## src/rtl/cpu_pkg.sv

```systemverilog
// Shared definitions for the MIPS pipeline front end: next-PC selects and
// the IF/ID register layout.
package cpu_pkg;

  localparam logic [1:0] NPC_SEQ = 2'b00;
  localparam logic [1:0] NPC_BR  = 2'b01;
  localparam logic [1:0] NPC_J   = 2'b10;
  localparam logic [1:0] NPC_JR  = 2'b11;

  localparam logic [31:0] NOP_INSTR        = 32'h0000_0000;
  localparam logic [31:0] DEFAULT_RESET_PC = 32'h0000_0000;

  typedef struct packed {
    logic [31:0] instr;
    logic [31:0] pc4;
    logic        valid;
  } if_id_t;

  localparam if_id_t IF_ID_BUBBLE = '{instr: NOP_INSTR, pc4: 32'h0, valid: 1'b0};

endpackage

```

## src/rtl/npc_gen.sv

```systemverilog
// Combinational next-PC mux with branch and jump target arithmetic.
module npc_gen
  import cpu_pkg::*;
(
  input  logic [31:0] pc_i,
  input  logic [31:0] id_pc4_i,
  input  logic [1:0]  sel_i,
  input  logic [15:0] br_imm16_i,
  input  logic [25:0] j_index_i,
  input  logic [31:0] jr_target_i,
  output logic [31:0] pc4_o,
  output logic [31:0] npc_o
);

  logic [31:0] br_offset;

  assign pc4_o     = pc_i + 32'd4;
  assign br_offset = {{14{br_imm16_i[15]}}, br_imm16_i, 2'b00};

  always_comb begin
    npc_o = pc4_o;
    unique case (sel_i)
      NPC_SEQ: npc_o = pc4_o;
      NPC_BR:  npc_o = id_pc4_i + br_offset;
      NPC_J:   npc_o = {id_pc4_i[31:28], j_index_i, 2'b00};
      NPC_JR:  npc_o = jr_target_i;
      default: npc_o = pc4_o;
    endcase
  end

endmodule

```

## src/rtl/fetch_stage.sv

```systemverilog
// Instruction-fetch stage: PC register, IF/ID pipeline register and
// saturating stall/flush performance counters.
module fetch_stage
  import cpu_pkg::*;
#(
  parameter logic [31:0] RESET_PC = DEFAULT_RESET_PC,
  parameter int unsigned CNT_W    = 32
) (
  input  logic             clk_i,
  input  logic             rst_ni,
  input  logic             pc_write_i,
  input  logic             if_id_write_i,
  input  logic [1:0]       s_npc_i,
  input  logic [15:0]      br_imm16_i,
  input  logic [25:0]      j_index_i,
  input  logic [31:0]      jr_target_i,
  output logic [31:0]      imem_addr_o,
  input  logic [31:0]      imem_rdata_i,
  output logic [31:0]      id_instr_o,
  output logic [31:0]      id_pc4_o,
  output logic             id_valid_o,
  output logic             addr_err_o,
  output logic [CNT_W-1:0] stall_cnt_o,
  output logic [CNT_W-1:0] flush_cnt_o
);

  localparam logic [CNT_W-1:0] CntOne = {{(CNT_W-1){1'b0}}, 1'b1};
  localparam logic [CNT_W-1:0] CntMax = {CNT_W{1'b1}};

  logic [31:0]      pc_q, pc_d;
  if_id_t           if_id_q, if_id_d;
  logic             addr_err_q, addr_err_d;
  logic [CNT_W-1:0] stall_cnt_q, stall_cnt_d;
  logic [CNT_W-1:0] flush_cnt_q, flush_cnt_d;

  logic        redirect;
  logic [1:0]  npc_sel;
  logic [31:0] pc4;
  logic [31:0] npc;

  // A bubble in ID must not steer the PC, so the select is gated by valid.
  assign redirect = (s_npc_i != NPC_SEQ) && if_id_q.valid;
  assign npc_sel  = redirect ? s_npc_i : NPC_SEQ;

  npc_gen u_npc_gen (
    .pc_i        (pc_q),
    .id_pc4_i    (if_id_q.pc4),
    .sel_i       (npc_sel),
    .br_imm16_i  (br_imm16_i),
    .j_index_i   (j_index_i),
    .jr_target_i (jr_target_i),
    .pc4_o       (pc4),
    .npc_o       (npc)
  );

  always_comb begin
    pc_d        = pc_q;
    if_id_d     = if_id_q;
    addr_err_d  = addr_err_q;
    stall_cnt_d = stall_cnt_q;
    flush_cnt_d = flush_cnt_q;

    if (!pc_write_i) begin
      pc_d = npc;
      if (npc[1:0] != 2'b00) begin
        addr_err_d = 1'b1;
      end
    end

    if (!if_id_write_i) begin
      if (redirect) begin
        if_id_d = IF_ID_BUBBLE;
      end else begin
        if_id_d = '{instr: imem_rdata_i, pc4: pc4, valid: 1'b1};
      end
    end

    if (pc_write_i && (stall_cnt_q != CntMax)) begin
      stall_cnt_d = stall_cnt_q + CntOne;
    end
    if (redirect && !pc_write_i && (flush_cnt_q != CntMax)) begin
      flush_cnt_d = flush_cnt_q + CntOne;
    end
  end

  always_ff @(posedge clk_i or negedge rst_ni) begin
    if (!rst_ni) begin
      pc_q        <= RESET_PC;
      if_id_q     <= IF_ID_BUBBLE;
      addr_err_q  <= 1'b0;
      stall_cnt_q <= '0;
      flush_cnt_q <= '0;
    end else begin
      pc_q        <= pc_d;
      if_id_q     <= if_id_d;
      addr_err_q  <= addr_err_d;
      stall_cnt_q <= stall_cnt_d;
      flush_cnt_q <= flush_cnt_d;
    end
  end

  assign imem_addr_o = pc_q;
  assign id_instr_o  = if_id_q.instr;
  assign id_pc4_o    = if_id_q.pc4;
  assign id_valid_o  = if_id_q.valid;
  assign addr_err_o  = addr_err_q;
  assign stall_cnt_o = stall_cnt_q;
  assign flush_cnt_o = flush_cnt_q;

endmodule

```

## config.mk

```make
export PLATFORM = sky130hd
export DESIGN_NAME = fetch_stage
export DESIGN_NICKNAME = d
export VERILOG_FILES = /design/src/rtl/cpu_pkg.sv /design/src/rtl/npc_gen.sv /design/src/rtl/fetch_stage.sv
export SDC_FILE = /design/constraint.sdc
export NUM_CORES = 1
export LEC_CHECK = 0
export CAP_MARGIN = 30
export CORE_MARGIN = 2
export CORE_UTILIZATION = 43
export CTS_BUF_LIST = sky130_fd_sc_hd__clkbuf_16
export DETAILED_ROUTE_END_ITERATION = 8
export PLACE_DENSITY = 0.74
export SLEW_MARGIN = 20
export SYNTH_ARGS = -nofsm -noshare
export SYNTH_HDL_FRONTEND = slang
export SYNTH_SLANG_ARGS = --single-unit
export TNS_END_PERCENT = 10
```

## constraint.sdc

```tcl
create_clock -name clk_i -period 3.7 [get_ports clk_i]
set_clock_uncertainty 0.15 [all_clocks]
set_input_delay 0.74 -clock clk_i [delete_from_list [all_inputs] [get_ports clk_i]]
set_output_delay 0.74 -clock clk_i [all_outputs]
set_load 0.03 [all_outputs]
```

# Word level (Yosys, flattened, before mapping)
# Cells that the tools add are included.
# totals
out_inout_bits	162
input_bits	112
ff_bits	162
# op_classes
bitwise_logic	1
n_eq_ne	5
addsub	4
n_mux	3
n_reduce_logical	9
# op_table
op	n
$pmux W32 S4	1
$mux W65	1
$add A32 B1 Y32 const B	2
$ne A32 B32 Y1 const B	2
$add A32 B3 Y32 const B	1
$add A32 B32 Y32	1
$eq A2 B2 Y1 const B	2
$logic_and A1 B1 Y1	4
$reduce_bool A2 Y1	2
$eq A2 B1 Y1 const B	1
$logic_not A2 Y1	1
$mux W2	1
$reduce_and A2 Y1	1
$logic_not A1 Y1	1
$not A1 Y1	1

# Longest topological paths before layout
# depth
depth_word	7
ltp_mapped	10

# Hierarchy
# From an unflattened synthesis, not the netlist that was laid out.
# hier_totals
cells_unflattened	868
hier_area_um2	9550.4
# by_module_without_submodules
mod	n_inst	cells_per_inst	area_per_inst_um2
fetch_stage	1	509	6686.4
npc_gen	1	359	2864.0

# Worst setup path before layout
# No wires, ideal clock.
# synth_timing
path_kind	input -> register
from	in br_imm16_i[0]
to	reg pc_q[20], in the netlist imem_addr_o[20]
slack_ns	0.417
arrival_ns	3.006
required_ns	3.423
path_stages	10
cell_sequence	ha_1 -> fa_1 -> a21o_1 -> a21o_1 -> a2111oi_2 -> o31a_1 -> o31ai_1 -> xor2_1 -> a221oi_1 -> nor2_1
# synth_between
elab_chain_len	2
# synth_lines
element	line	source
start, declared	fetch_stage.sv:14	input logic [15:0] br_imm16_i,
$add A32 B32 Y32	npc_gen.sv:24	NPC_BR: npc_o = id_pc4_i + br_offset;
$pmux W32 S4	npc_gen.sv:22	unique case (sel_i)
end signal, assigned	fetch_stage.sv:94	pc_q <= pc_d;
end, declared	fetch_stage.sv:30	logic [31:0] pc_q, pc_d;
# Every way passes these cells.
# A chain may end at the register's enable or synchronous reset.

# Worst setup path after layout
# layout_timing
from	in br_imm16_i[0]
to	reg pc_q[14], in the netlist imem_addr_o[14]
# The elaborated chain is that of the path after synthesis.

==> results.cfg <==
[global_route]
antenna_found_initial = 2
grt_pass1_wl_um = 51600
grt_pass1_vias = 9395
grt-ovfl-total = 0
track_usage_pct = 27.1
grt_max_degree = 104

[cells_and_area]
fillers = 1944
nets = 1539
synthToLayoutAreaGrowth_pct = 38.3
multiInputGateArea_um2 = 5380
final_area_um2 = 13500
regArea_um2 = 4050
layout-drive-gt1-share_pct = 7.60

[clock_tree]
ctsLongestPathBuffers = 2
cts_hold_buf = 0
insertion_delay_ps = 430
path_clk_slew_ps = 70
numCtsBuffers = 17
htree_levels = 4
cts_sinks = 162
clockRootBuffer = clkbuf_16
cts_tree = done

[placed_design]
portBuffers = 273
gp_congestion = 0.910
placed_cell_area_um2 = 12900
dpl.hpwl_um = 23700
dpl_worst_slack_ps = -252

[floorplan]
die_x_um = 155
die_area_um2 = 23900
ioPinCount = 274
start_util_pct = 43.4
num_rows = 55
fp.dieH_um = 155
core_area_um2 = 22500

[drt]
routed_wl_um = 32200
vias = 9616
drc = 0
viasPerCell = 5.68
dr.pass1.iters = 6
ant_nets = 0
wire_per_inst_um = 19.0
drtIter0Drc = 845

[power]
p_sw_mw = 3.05
p_int_mw = 4.28
vdd_drop_max_mv = 0.325
p_per_area_nw_per_um2 = 542
p_sw_share_pct = 41.7
p_comb_share_pct = 42.0
pwr-share-clk_pct = 23.7
pwr-share-seq_pct = 34.3
p_leak_nw = 5.75

[logic_synthesis]
synth_edf_count = 0
syn_nets = 1269
yosys_register_bits = 162
ys_warn_count = 0
ys_types = 77
synthesis.instances = 1124
ys_async_sr_fraction_pct = 100
postSynthAreaPerCell_um2 = 8.69
synthFlopType = dfrtp_1
synth_area_um2 = 9770
ys_seq_area_share_pct = 41.5

[timing]
slew_headroom_pct = 42.4
finalMaxSlewViolations = 0
finalCritPeriodShare_pct = 95.8
hold_viol = 0
worstMarginPinSlew_ps = 864
clock.fmax_mhz = 282
min_period_ps = 3540
finalSetupViolations = 0
rsz0062_at_grt = false
setup_ws_ps = 156

[setup_path]
path_class = in2reg
slowest_delay_ps = 460
worstPathBufferInverterCount = 2
crit_path_end_kind = flip-flop
cp_top_family = compound AO/OA/AOI/OAI gates
cp-startpoint = br_imm16_i[0]
cp_slowest_cell = a2111oi_2
path_cells = clkdlybuf4s50_1 > ha_1 > fa_1 > a21o_1 > a21o_1 > a2111oi_2 > o31a_1 > buf_4 > xor2_1 > nor2_1 > a221oi_1 > nor3_1
cp_data_arrival_time_ps = 3700
r2r-start = id_pc4_o[2]$_DFFE_PN0N_
crit_top_cell = a21o_1
required_ps = 3860
start_kind = input port
worstPathMaxFanout = 5

[worst_hold_path]
hp-class = in2async

[run]
drv_cap = 0

[status]
status = complete, no violations
-- power by group through the flow --
stage          Sequential (mW)  Clock, mW  Combinational [mW]
2_1_floorplan             2.98          0                1.30
3_3_place_gp              2.53          0                3.02
3_5_place_dp              2.54          0                3.05
4_1_cts                   2.51       1.76                3.07
5_1_grt                   2.57       1.83                3.32
6_report                  2.52       1.74                3.08
-- repair_timing --
action | CTS | global route
gates resized for setup | 0 | 0
setup buffers | 0 | 0
setup endpoints to repair | 0 | 1
-- final cells by class --
cell class,count,share of cell area (%)
antenna,2,0.0370
clock buffer,17,3.15
clock inverter,15,1.10
inverter,23,0.639
multi-input combinational,877,39.8
sequential,162,30.0
tap,285,2.64
timing repair buffer,313,22.7
-- per-stage QoR --
step | setup TNS (ps) | power [mW] | hold slack [ps] | instances | utilization (%)
global route | 0 | 7.72 | 294 | 1694 | 60.1
CTS | 0 | 7.33 | 269 | 1691 | 59.9
floorplan | 0 | 4.28 | 294 | 1124 | -
global placement | -588 | 5.55 | 316 | 1658 | 57.3
finish | 0 | 7.33 | 222 | 1694 | 60.1
detailed placement | -1320 | 5.59 | 323 | 1659 | 57.4
-- path summary, 6_finish.rpt --
| kind | end | slack (ps) | depth (start not counted) |
|---|---|---|---|
| setup / recovery | imem_addr_o[14]$_DFFE_PN0N_ | 160 | 12 |
| hold / removal | imem_addr_o[9]$_DFFE_PN0N_ | 220 | 1 |
| setup reg to reg | imem_addr_o[14]$_DFFE_PN0N_ | 450 | 11 |
| hold reg to reg | id_instr_o[5]$_DFFE_PN0N_ | 340 | 2 |
| max in group asynchronous | stall_cnt_o[19]$_DFFE_PN0P_ | 2360 | 2 |
| min in group clk_i | id_instr_o[5]$_DFFE_PN0N_ | 340 | 2 |
-- logic make-up (layout without fill, tap and decap cells) --
kind of cell               count (synthesis)  in the layout  synth area share, %
and+or+nand+nor                          419            419                 20.9
DFF                                      162            162                 41.5
buffers and inverters                     85            368                 3.60
AOI/OAI and AO/OA                        300            300                 18.3
xor gates and xnor gates                 114            114                 10.2
adders and majority gates                 33             33                 4.30
muxes                                     11             11                 1.22
other                                      0              2                    0
-- worst reg2reg max path, cell delays in order, from the launching register on --
cell and delay, ps:
dfrtp_1 440, ha_1 230, fa_1 400, a21o_1 190
a21o_1 210, a2111oi_2 460, o31a_1 350, buf_4 170
xor2_1 140, nor2_1 50, a221oi_1 240, nor3_1 100
-- metal layers --
| layer | up-vias | global-route usage (%) | wire length [um] |
|---|---|---|---|
| li1 | 4517 | - | - |
| met5 | - | 0 | 0 |
| met1 | 4604 | 35.1 | 13200 |
| met2 | 431 | 44.3 | 15100 |
| met4 | 0 | 9.57 | 979 |
| met3 | 64 | 6.98 | 2870 |
-- sequential cells by signal, summed over array words and instances (netlist names) --
signal	count
id_valid_o	1
flush_cnt_o	32
id_instr_o	32
addr_err_o	1
stall_cnt_o	32
imem_addr_o	32
id_pc4_o	32
-- cell usage after synthesis (all sizes together), types with 5 or more instances --
| library cell | count | area, um^2 |
|---|---|---|
| nor2 | 55 | 209 |
| and3 | 15 | 101 |
| nor3 | 19 | 123 |
| o211ai | 11 | 82.6 |
| dfrtp | 162 | 4050 |
| and2 | 10 | 63.8 |
| o21bai | 5 | 37.5 |
| nand3 | 47 | 245 |
| a31oi | 12 | 75.1 |
| xor2 | 45 | 394 |
| buf | 14 | 73.8 |
| a21o | 18 | 135 |
| nand2b | 5 | 33.8 |
| and4 | 13 | 116 |
| nand4 | 27 | 175 |
| inv | 23 | 86.3 |
| xnor2 | 69 | 604 |
| mux2 | 7 | 78.8 |
| o21a | 7 | 52.6 |
| or3 | 7 | 48.8 |
| ha | 32 | 400 |
| a21oi | 86 | 430 |
| nand2 | 206 | 776 |
| o31ai | 6 | 45.0 |
| clkbuf | 48 | 191 |
| o22ai | 11 | 68.8 |
| o21ai | 109 | 546 |
-- cells in the final DEF (no fill, tap or decap), types with 7 or more instances in the layout --
master and count:
dfrtp_1 162, xnor2_1 69, o21ai_0 104, mux2_2 7, nand2_1 205, nor3_1 16, a21o_1 18, nand4_1 26
and3_1 12, clkbuf_16 17, nand3_1 45, ha_1 32, buf_4 38, clkdlybuf4s50_1 269, o211ai_1 11, a31oi_1 12
and4_1 12, o21a_1 7, a21oi_1 86, inv_1 23, nor2_1 54, xor2_1 45, and2_1 8, o22ai_1 11
Note: power is estimated with default switching activity, not from simulation.
